--- src/rtl/key_search_pkg.sv ---
// key_search_pkg: shared types and constants for the key search controller.
// Contents: FSM state enum, default LENGTH/DEPTH, idx_w() index-width helper.
package key_search_pkg;
    typedef enum logic [1:0] {IDLE, SCAN, DONE} state_e;
    localparam int DEF_LENGTH = 22;
    localparam int DEF_DEPTH  = 8;
    function automatic int idx_w(input int depth);
        return (depth > 1) ? $clog2(depth) : 1;
    endfunction
endpackage

--- src/rtl/key_search_ctrl_comparator.sv ---
// comparator: single LENGTH-bit equality comparator shared by the whole table scan.
// Ports: a, b - operands; eq - high when a == b.
module comparator #(
    parameter int LENGTH = 22
) (
    input  logic [LENGTH-1:0] a,
    input  logic [LENGTH-1:0] b,
    output logic              eq
);
    assign eq = (a == b);
endmodule

--- src/rtl/key_search_ctrl.sv ---
// key_search_ctrl: sequential key-match engine scanning a DEPTH-entry table one entry per cycle.
// Ports: clk, rst_n (async, active-low); wr_en/wr_idx/wr_key table write; clr invalidate all;
//        req_valid/req_ready/req_key query handshake; rsp_valid/rsp_ready/rsp_hit/rsp_idx/rsp_multi result.
// Macro: KEY_SEARCH_MULTIHIT_EN - full-depth scan with multi-match reporting; undefined exits on first match.
module key_search_ctrl
    import key_search_pkg::*;
#(
    parameter  int LENGTH = DEF_LENGTH,
    parameter  int DEPTH  = DEF_DEPTH,
    localparam int IDX_W  = idx_w(DEPTH)
) (
    input  logic              clk,
    input  logic              rst_n,
    input  logic              wr_en,
    input  logic [IDX_W-1:0]  wr_idx,
    input  logic [LENGTH-1:0] wr_key,
    input  logic              clr,
    input  logic              req_valid,
    output logic              req_ready,
    input  logic [LENGTH-1:0] req_key,
    output logic              rsp_valid,
    input  logic              rsp_ready,
    output logic              rsp_hit,
    output logic [IDX_W-1:0]  rsp_idx,
    output logic              rsp_multi
);
`ifdef KEY_SEARCH_MULTIHIT_EN
    localparam bit EARLY_EXIT = 1'b0;
`else
    localparam bit EARLY_EXIT = 1'b1;
`endif
    state_e            state_q, state_d;
    logic [LENGTH-1:0] keys_q [DEPTH];
    logic [LENGTH-1:0] keys_d [DEPTH];
    logic [DEPTH-1:0]  valid_q, valid_d;
    logic [LENGTH-1:0] qkey_q, qkey_d;
    logic [IDX_W-1:0]  ptr_q, ptr_d, idx_q, idx_d;
    logic              hit_q, hit_d;
    logic              eq, match, last, accept;
`ifdef KEY_SEARCH_MULTIHIT_EN
    logic              multi_q, multi_d;
    assign rsp_multi = multi_q;
`else
    assign rsp_multi = 1'b0;
`endif

    comparator #(.LENGTH(LENGTH)) u_cmp (
        .a  (qkey_q),
        .b  (keys_q[ptr_q]),
        .eq (eq)
    );

    assign match   = eq && valid_q[ptr_q];
    assign last    = (ptr_q == IDX_W'(DEPTH - 1));
    assign accept  = req_valid && req_ready;
    assign rsp_hit = hit_q;
    assign rsp_idx = idx_q;

    always_ff @(posedge clk or negedge rst_n) begin
        if (!rst_n) state_q <= IDLE;
        else        state_q <= state_d;
    end

    always_comb begin
        state_d = state_q;
        case (state_q)
            IDLE:    if (accept) state_d = SCAN;
            SCAN:    if (last || (EARLY_EXIT && match)) state_d = DONE;
            DONE:    if (rsp_ready) state_d = IDLE;
            default: state_d = IDLE;
        endcase
    end

    always_comb begin
        req_ready = (state_q == IDLE);
        rsp_valid = (state_q == DONE);
    end

    // clr is applied before the write so a same-cycle write survives the clear
    always_comb begin
        valid_d = clr ? '0 : valid_q;
        keys_d  = keys_q;
        if (wr_en) begin
            valid_d[wr_idx] = 1'b1;
            keys_d[wr_idx]  = wr_key;
        end
        qkey_d = qkey_q;
        ptr_d  = ptr_q;
        hit_d  = hit_q;
        idx_d  = idx_q;
`ifdef KEY_SEARCH_MULTIHIT_EN
        multi_d = multi_q;
`endif
        if (accept) begin
            qkey_d = req_key;
            ptr_d  = '0;
            hit_d  = 1'b0;
            idx_d  = '0;
`ifdef KEY_SEARCH_MULTIHIT_EN
            multi_d = 1'b0;
`endif
        end
        if (state_q == SCAN) begin
            ptr_d = last ? ptr_q : ptr_q + IDX_W'(1);
            // only the first match records the index, giving the lowest one
            if (match && !hit_q) begin
                hit_d = 1'b1;
                idx_d = ptr_q;
            end
`ifdef KEY_SEARCH_MULTIHIT_EN
            if (match && hit_q) multi_d = 1'b1;
`endif
        end
    end

    always_ff @(posedge clk or negedge rst_n) begin
        if (!rst_n) begin
            valid_q <= '0;
            qkey_q  <= '0;
            ptr_q   <= '0;
            hit_q   <= 1'b0;
            idx_q   <= '0;
`ifdef KEY_SEARCH_MULTIHIT_EN
            multi_q <= 1'b0;
`endif
        end else begin
            valid_q <= valid_d;
            qkey_q  <= qkey_d;
            ptr_q   <= ptr_d;
            hit_q   <= hit_d;
            idx_q   <= idx_d;
`ifdef KEY_SEARCH_MULTIHIT_EN
            multi_q <= multi_d;
`endif
        end
    end

    // key storage is intentionally not reset; valid bits gate every compare
    always_ff @(posedge clk) begin
        keys_q <= keys_d;
    end
endmodule

--- config.mk ---
export PLATFORM = sky130hd
export DESIGN_NAME = key_search_ctrl
export DESIGN_NICKNAME = d
export VERILOG_FILES = /design/src/rtl/key_search_pkg.sv /design/src/rtl/key_search_ctrl_comparator.sv /design/src/rtl/key_search_ctrl.sv
export SDC_FILE = /design/constraint.sdc
export NUM_CORES = 1
export LEC_CHECK = 0
export BUFFER_PORTS_ARGS = -buffer_cell sky130_fd_sc_hd__buf_2
export CAP_MARGIN = 20
export CORE_MARGIN = 2
export CORE_UTILIZATION = 45
export CTS_CLUSTER_SIZE = 24
export DETAILED_ROUTE_END_ITERATION = 16
export SLEW_MARGIN = 10
export SYNTH_ARGS = -nofsm -noshare
export SYNTH_HDL_FRONTEND = slang
export SYNTH_HIERARCHICAL = 1
export SYNTH_SLANG_ARGS = --single-unit
--- constraint.sdc ---
create_clock -name clk -period 2.98 [get_ports clk]
set_input_delay 0.447 -clock clk [delete_from_list [all_inputs] [get_ports clk]]
set_output_delay 0.447 -clock clk [all_outputs]
set_load 0.02 [all_outputs]
# == Yosys cells after proc, flatten, opt, wreduce, memory -nomap -nowiden ==
# Index checks and enable logic that the tools add are counted.
# totals
reg_bits,215
in_bits,53
output_inout_bits,7
wordCells,68
# op_classes
addsub,1
n_lt_le_gt_ge,6
n_eq_ne,8
muxes,25
bitwise,3
reduce_logical,11
# op_table
operator,n
$bwmux W176,1
$bmux W22 S3,1
$demux W22 S3,1
$mux W22,3
$eq A22 B22 Y1,1
$mux W3,6
$mux W8,2
$ge A4 B4 Y1 const B,2
$lt A3 B4 Y1 const B,2
$not A3 Y4,2
$or A8 B8 Y8,1
$mux W2,3
$pmux W2 S3,1
$logic_and A1 B1 Y1,5
$mux W1,5
$lt A4 B1 Y1 const B,1
$ne A2 B1 Y1 const B,2
$ne A2 B2 Y1 const B,2
$add A3 B1 Y3 const B,1
$bmux W1 S3,1
$demux W1 S3,1
$eq A3 B3 Y1 const B,1
$ge A3 B1 Y1 const B,1
$reduce_and A3 Y1,1
7 further kinds,7

# == Longest topological paths before layout ==
# depth
depth_word,9
mapped_depth,14
depth_no_buf,11

# == Cells and area by module ==
# The synthesis kept the hierarchy.
# modules_own_cells
mod,instances,cells_per_inst,area_per_inst_um2,seq_area_each_um2
key_search_ctrl,1,428,8318.0,6261.0
comparator,1,29,242.7,0.0

# == Least setup slack after synthesis ==
# Ideal clock, no wire load.
# synth_path
path_type,reg-to-reg
start,reg ptr_q[0]
end,reg idx_q[0] (netlist: rsp_idx[0])
t_arrival_ps,2861
required_ps,2855
slack_ps,-6
stages_incl_launch_ff,15
n_path_buf,3
period_less_slack_ps,2986
cell_sequence,dfrtp_1 -> buf_6 -> buf_6 -> buf_6 -> mux4_2 -> nand2_1 -> nand2_1 -> xor2_1 -> nor4_1 -> nand4_1 -> nor4_2 -> inv_1 -> a31oi_1 -> nand4_4 -> mux2_4
# synth_between
elab_chain_len,9
# synth_rtl
element,line_no,rtl
"start, declared",key_search_ctrl.sv:37,"logic [IDX_W-1:0] ptr_q, ptr_d, idx_q, idx_d;"
"start signal, assigned",key_search_ctrl.sv:129,ptr_q <= ptr_d;
$not A3 Y4 (not written as such),key_search_ctrl.sv:49,".b (keys_q[ptr_q]),"
$bmux W22 S3,key_search_ctrl.sv:49,
$mux W22 (not written as such) (2 in a row),key_search_ctrl.sv:49,
$eq A22 B22 Y1,key_search_ctrl_comparator.sv:10,assign eq = (a == b);
named net eq,key_search_ctrl.sv:39,"logic eq, match, last, accept;"
$logic_and A1 B1 Y1,key_search_ctrl.sv:53,assign match = eq && valid_q[ptr_q];
$logic_and A1 B1 Y1,key_search_ctrl.sv:106,if (match && !hit_q) begin
$mux W3,key_search_ctrl.sv:106,
$mux W3,key_search_ctrl.sv:103,if (state_q == SCAN) begin
named net idx_d[0],key_search_ctrl.sv:37,
"end signal, assigned",key_search_ctrl.sv:131,idx_q <= idx_d;
"end, declared",key_search_ctrl.sv:37,
# The timed path passes the listed nets, and every way through them passes these cells. The select of a mux whose other input is x is not followed.
# A chain may end at the register's enable or synchronous reset.

# == Worst setup path in the final report ==
# layout_path
start,reg ptr_q[0]
end,reg idx_q[2] (netlist: rsp_idx[2])
# Same word-level chain as after synthesis.

==> results.txt <==
----------------------------------------------------
[Finish]
  P&R area growth vs syn ... 19.3%
  Antenna cell count ... 0
  Area of the multi-input gates ... 0.00225 mm²
  Register Area ... 0.00626 mm²
  Proportion of layout cells with a drive suffix above 1 ... 0.391
  Final Instance Area ... 0.0102 mm²
  Post-route non-filler standard cell count ... 805
  Final net count ... 609
  Fillers ... 1456

[Synth]
  Share of synthesized flip-flops with an asynchronous set or reset ... 0.181
  Count of state elements after synthesis ... 215
  Post-Synthesis Mean Instance Area ... 18.7 µm²
  Synth Cell Area ... 0.00856 mm²
  Yosys warns ... 6
  Post-Syn Instances ... 457
  Number of enable flip-flop cells after synthesis ... 176
  Fraction of the yosys area taken by sequential cells ... 0.731
  Syn nets ... 512
  Most used flip-flop cell after synthesis ... sky130_fd_sc_hd__edfxtp_1
  Number of different library cells in the post-synthesis netlist ... 36

[Placed design]
  Count of port buffers added during placement ... 58
  Final weighted congestion in routability-driven placement ... 0.736
  Placed cells ... 760
  Placement Cell Area ... 0.00933 mm²
  Post-detail-place hpwl ... 10600 µm

[Power and ir drop]
  Power Density ... 905 mW/mm²
  Leakage Power ... 3.76 nW
  VDD IR max ... 0.000387 V

[Clock network]
  Clock tree sinks ... 215
  Count of H-tree levels built during CTS ... 1
  CTS tree ... yes
  Clock transition at path regs ... 60 ps
  Latest clock arrival within the worst-skew pair ... 520 ps
  Clk Tree Root Cell ... sky130_fd_sc_hd__clkbuf_16
  Max Root-Sink Buffers ... 3
  Cts bufs inserted ... 23

[Timing]
  Unrepaired setup endpoints after global routing ... true
  Maximum achievable frequency ... 332 MHz
  Least setup slack across all paths after layout ... -29.3 ps
  Final Hold Viols ... 0
  Endpoints failing setup ... 3
  Final clock period utilization by the worst path ... 1.01
  Final Max Tran Viols ... 0
  Worst slew margin ... 0.416
  Minimum hold slack ... 62.8 ps
  Final setup skew ... 14.9 ps
  Minimum period implied by the final worst setup slack ... 3010 ps
  Transition time at the pin with the least slew margin ... 876 ps

[Critical path]
  CP peak stage delay ... 520 ps
  CP bufs+invs ... 4
  Worst-path cell with the longest stage delay ... sky130_fd_sc_hd__mux4_2
  Top cell family by delay on the critical path ... simple AND/OR/NAND/NOR gates
  CP Data Arrival Time ... 3390 ps
  Crit end category ... flop
  Launch point of the worst reg-to-reg path ... ptr_q[0]
  Data required time at the worst endpoint ... 3360 ps
  Number of cells traversed by the worst register-to-register path ... 14
  Worst R2R Setup Slack ... -30 ps
  Sort of element at the start of the critical path ... flop
  Sequence of cells on the critical path ... buf_12 -> mux4_2 -> nand2_2 -> nand2_4 -> xor2_1 -> nor4_1 -> buf_4 -> nand4_1 -> nor4_2 -> inv_1 -> a31oi_4 -> nand4_4 -> buf_4 -> mux2i_2
  Most repeated library cell on the critical path ... sky130_fd_sc_hd__buf_4
  CP max FO ... 8
  Worst R2R End ... rsp_idx[2]
  Crit Path Class ... reg2reg

[Status]
  Run status ... finished with violations
  Violated checks ... setup timing

[Flow run]
  Max-cap check violation count ... 0

[Global route]
  Number of antenna violations at the first check in global routing ... 1
  Wire length of the first global-routing pass ... 26600 µm
  Global-route usage over all layers ... 0.176
  Global route total overflow ... 0
  Vias in the first global route ... 4668
  Largest net degree at the start of global routing ... 40

[Drt]
  Antenna Violating Nets Remaining ... 0
  Total number of vias ... 4305
  Residual DRC ... 0
  Routed vias/inst ... 5.35
  Final wirelength ... 17100 µm
  Iteration count of the initial detailed-routing pass ... 7
  Wire length per cell after detailed routing ... 21.2 µm
  DRT iter0 DRCs ... 254

[Floorplan]
  Placeable core region ... 0.0187 mm²
  Number of top-level pins ... 60
  Die Span Y ... 142 µm
  Chip width ... 142 µm
  Die area ... 0.0201 mm²
  Starting density of the core ... 0.458
  Cell Rows ... 50

[Min path]
  HP Class ... in2async

----------------------------------------------------
what timing repair did:
item,4_1_cts,5_1_grt
pin swaps,3,2
hold buffers,0,0
setup buffers,0,3
gates resized for setup,12,15
endpoints found under the hold margin,0,0
setup endpoints to repair,5,6
worst max path at each step:
stage / slack, ps / cells after the start / end / start
after floorplan: 50 / 14 / rsp_idx[0] / ptr_q[0]
after global placement: -120 / 13 / rsp_idx[0] / ptr_q[0]
after detailed placement: -120 / 13 / rsp_idx[0] / ptr_q[0]
after CTS: -50 / 14 / rsp_idx[2] / ptr_q[0]
after global routing: -240 / 14 / rsp_idx[2] / ptr_q[0]
final: -30 / 14 / rsp_idx[2] / ptr_q[0]
per-layer routing:
| metal | GRT usage | vias up | part of all wire |
|---|---|---|---|
| li1 | - | 1960 | - |
| met3 | 0.0283 | 30 | 0.051 |
| met2 | 0.294 | 113 | 0.48 |
| met1 | 0.245 | 2200 | 0.44 |
| met4 | 0.0442 | 2 | 0.022 |
| met5 | 0 | - | 0.00076 |
through the flow:
stage / power (mW) / TNS, ps / setup slack (ps) / utilization
4_1_cts: 9.21 / -137 / -52.1 / 0.541
6_report: 9.24 / -80.5 / -29.3 / 0.546
3_5_place_dp: 6.38 / -435 / -121 / 0.499
5_1_grt: 9.67 / -1070 / -243 / 0.546
2_1_floorplan: 5.57 / 0 / 45.0 / -
3_3_place_gp: 6.36 / -380 / -116 / 0.499
cell usage after synthesis (all sizes together) (3+ instances only):
| master | number | share of area |
|---|---|---|
| a21o | 8 | 0.0070 |
| a22o | 5 | 0.0051 |
| buf | 19 | 0.015 |
| dfrtp | 39 | 0.11 |
| edfxtp | 176 | 0.62 |
| inv | 4 | 0.0018 |
| mux2 | 25 | 0.034 |
| mux2i | 3 | 0.0035 |
| mux4 | 45 | 0.12 |
| nand2 | 69 | 0.030 |
| nand2b | 5 | 0.0045 |
| nand4 | 3 | 0.0039 |
| nor2 | 9 | 0.0039 |
| nor2b | 3 | 0.0022 |
| nor4 | 5 | 0.0044 |
| o21ai | 3 | 0.0018 |
| xnor2 | 4 | 0.0041 |
| xor2 | 18 | 0.018 |
layout make-up:
type / count / area share
tap: 234 / 0.0287
inverter: 4 / 0.00147
multi-input combinational: 217 / 0.220
timing repair buffer: 93 / 0.0648
clock buffer: 26 / 0.0575
clock inverter: 16 / 0.0141
sequential: 215 / 0.613
logic make-up (layout without fill, tap and decap cells):
family | count (synthesis) | after routing | share of synthesized area
DFF | 215 | 215 | 0.731
and+or+nand+nor | 99 | 99 | 0.0526
muxes | 73 | 73 | 0.156
buffers and inverters | 25 | 139 | 0.0174
xor gates and xnor gates | 22 | 22 | 0.0225
AOI/OAI and AO/OA | 20 | 20 | 0.0171
adders and majority gates | 2 | 2 | 0.00292
other | 1 | 1 | 0.000438
layout by cell type, fill, tap and decap left out, types with 3 or more instances in the layout:
cell                         count
sky130_fd_sc_hd__edfxtp_1      176
sky130_fd_sc_hd__nand2_1        61
sky130_fd_sc_hd__buf_2          58
sky130_fd_sc_hd__mux4_2         45
sky130_fd_sc_hd__dfrtp_1        37
sky130_fd_sc_hd__buf_4          24
sky130_fd_sc_hd__mux2_2         23
sky130_fd_sc_hd__clkbuf_16      23
sky130_fd_sc_hd__xor2_1         16
sky130_fd_sc_hd__a21o_1          8
sky130_fd_sc_hd__nand2_2         7
sky130_fd_sc_hd__clkinv_1        7
sky130_fd_sc_hd__nor2_2          6
sky130_fd_sc_hd__buf_12          6
sky130_fd_sc_hd__a22o_1          5
sky130_fd_sc_hd__inv_1           4
sky130_fd_sc_hd__nand2b_1        4
sky130_fd_sc_hd__buf_8           4
sky130_fd_sc_hd__xnor2_1         4
sky130_fd_sc_hd__nor2_1          3
sky130_fd_sc_hd__nor2b_1         3
sky130_fd_sc_hd__o21ai_0         3
sky130_fd_sc_hd__clkinv_2        3
sky130_fd_sc_hd__clkbuf_1        3
sky130_fd_sc_hd__clkinvlp_4      3
sky130_fd_sc_hd__nor4_2          3
power by group:
group / total (mW) / switching [mW] / internal, mW
Combinational: 2.76 / 1.31 / 1.45
Clock: 2.73 / 1.13 / 1.60
Sequential: 3.75 / 0.218 / 3.54
Total: 9.24 / 2.66 / 6.58
sequential cells by signal, summed over array words and instances (netlist names):
signal	flops
qkey_q	22
valid_q	8
rsp_hit	1
rsp_idx	3
ptr_q	3
keys_q	176
state_q	2
Note: power is estimated with default switching activity, not from simulation.
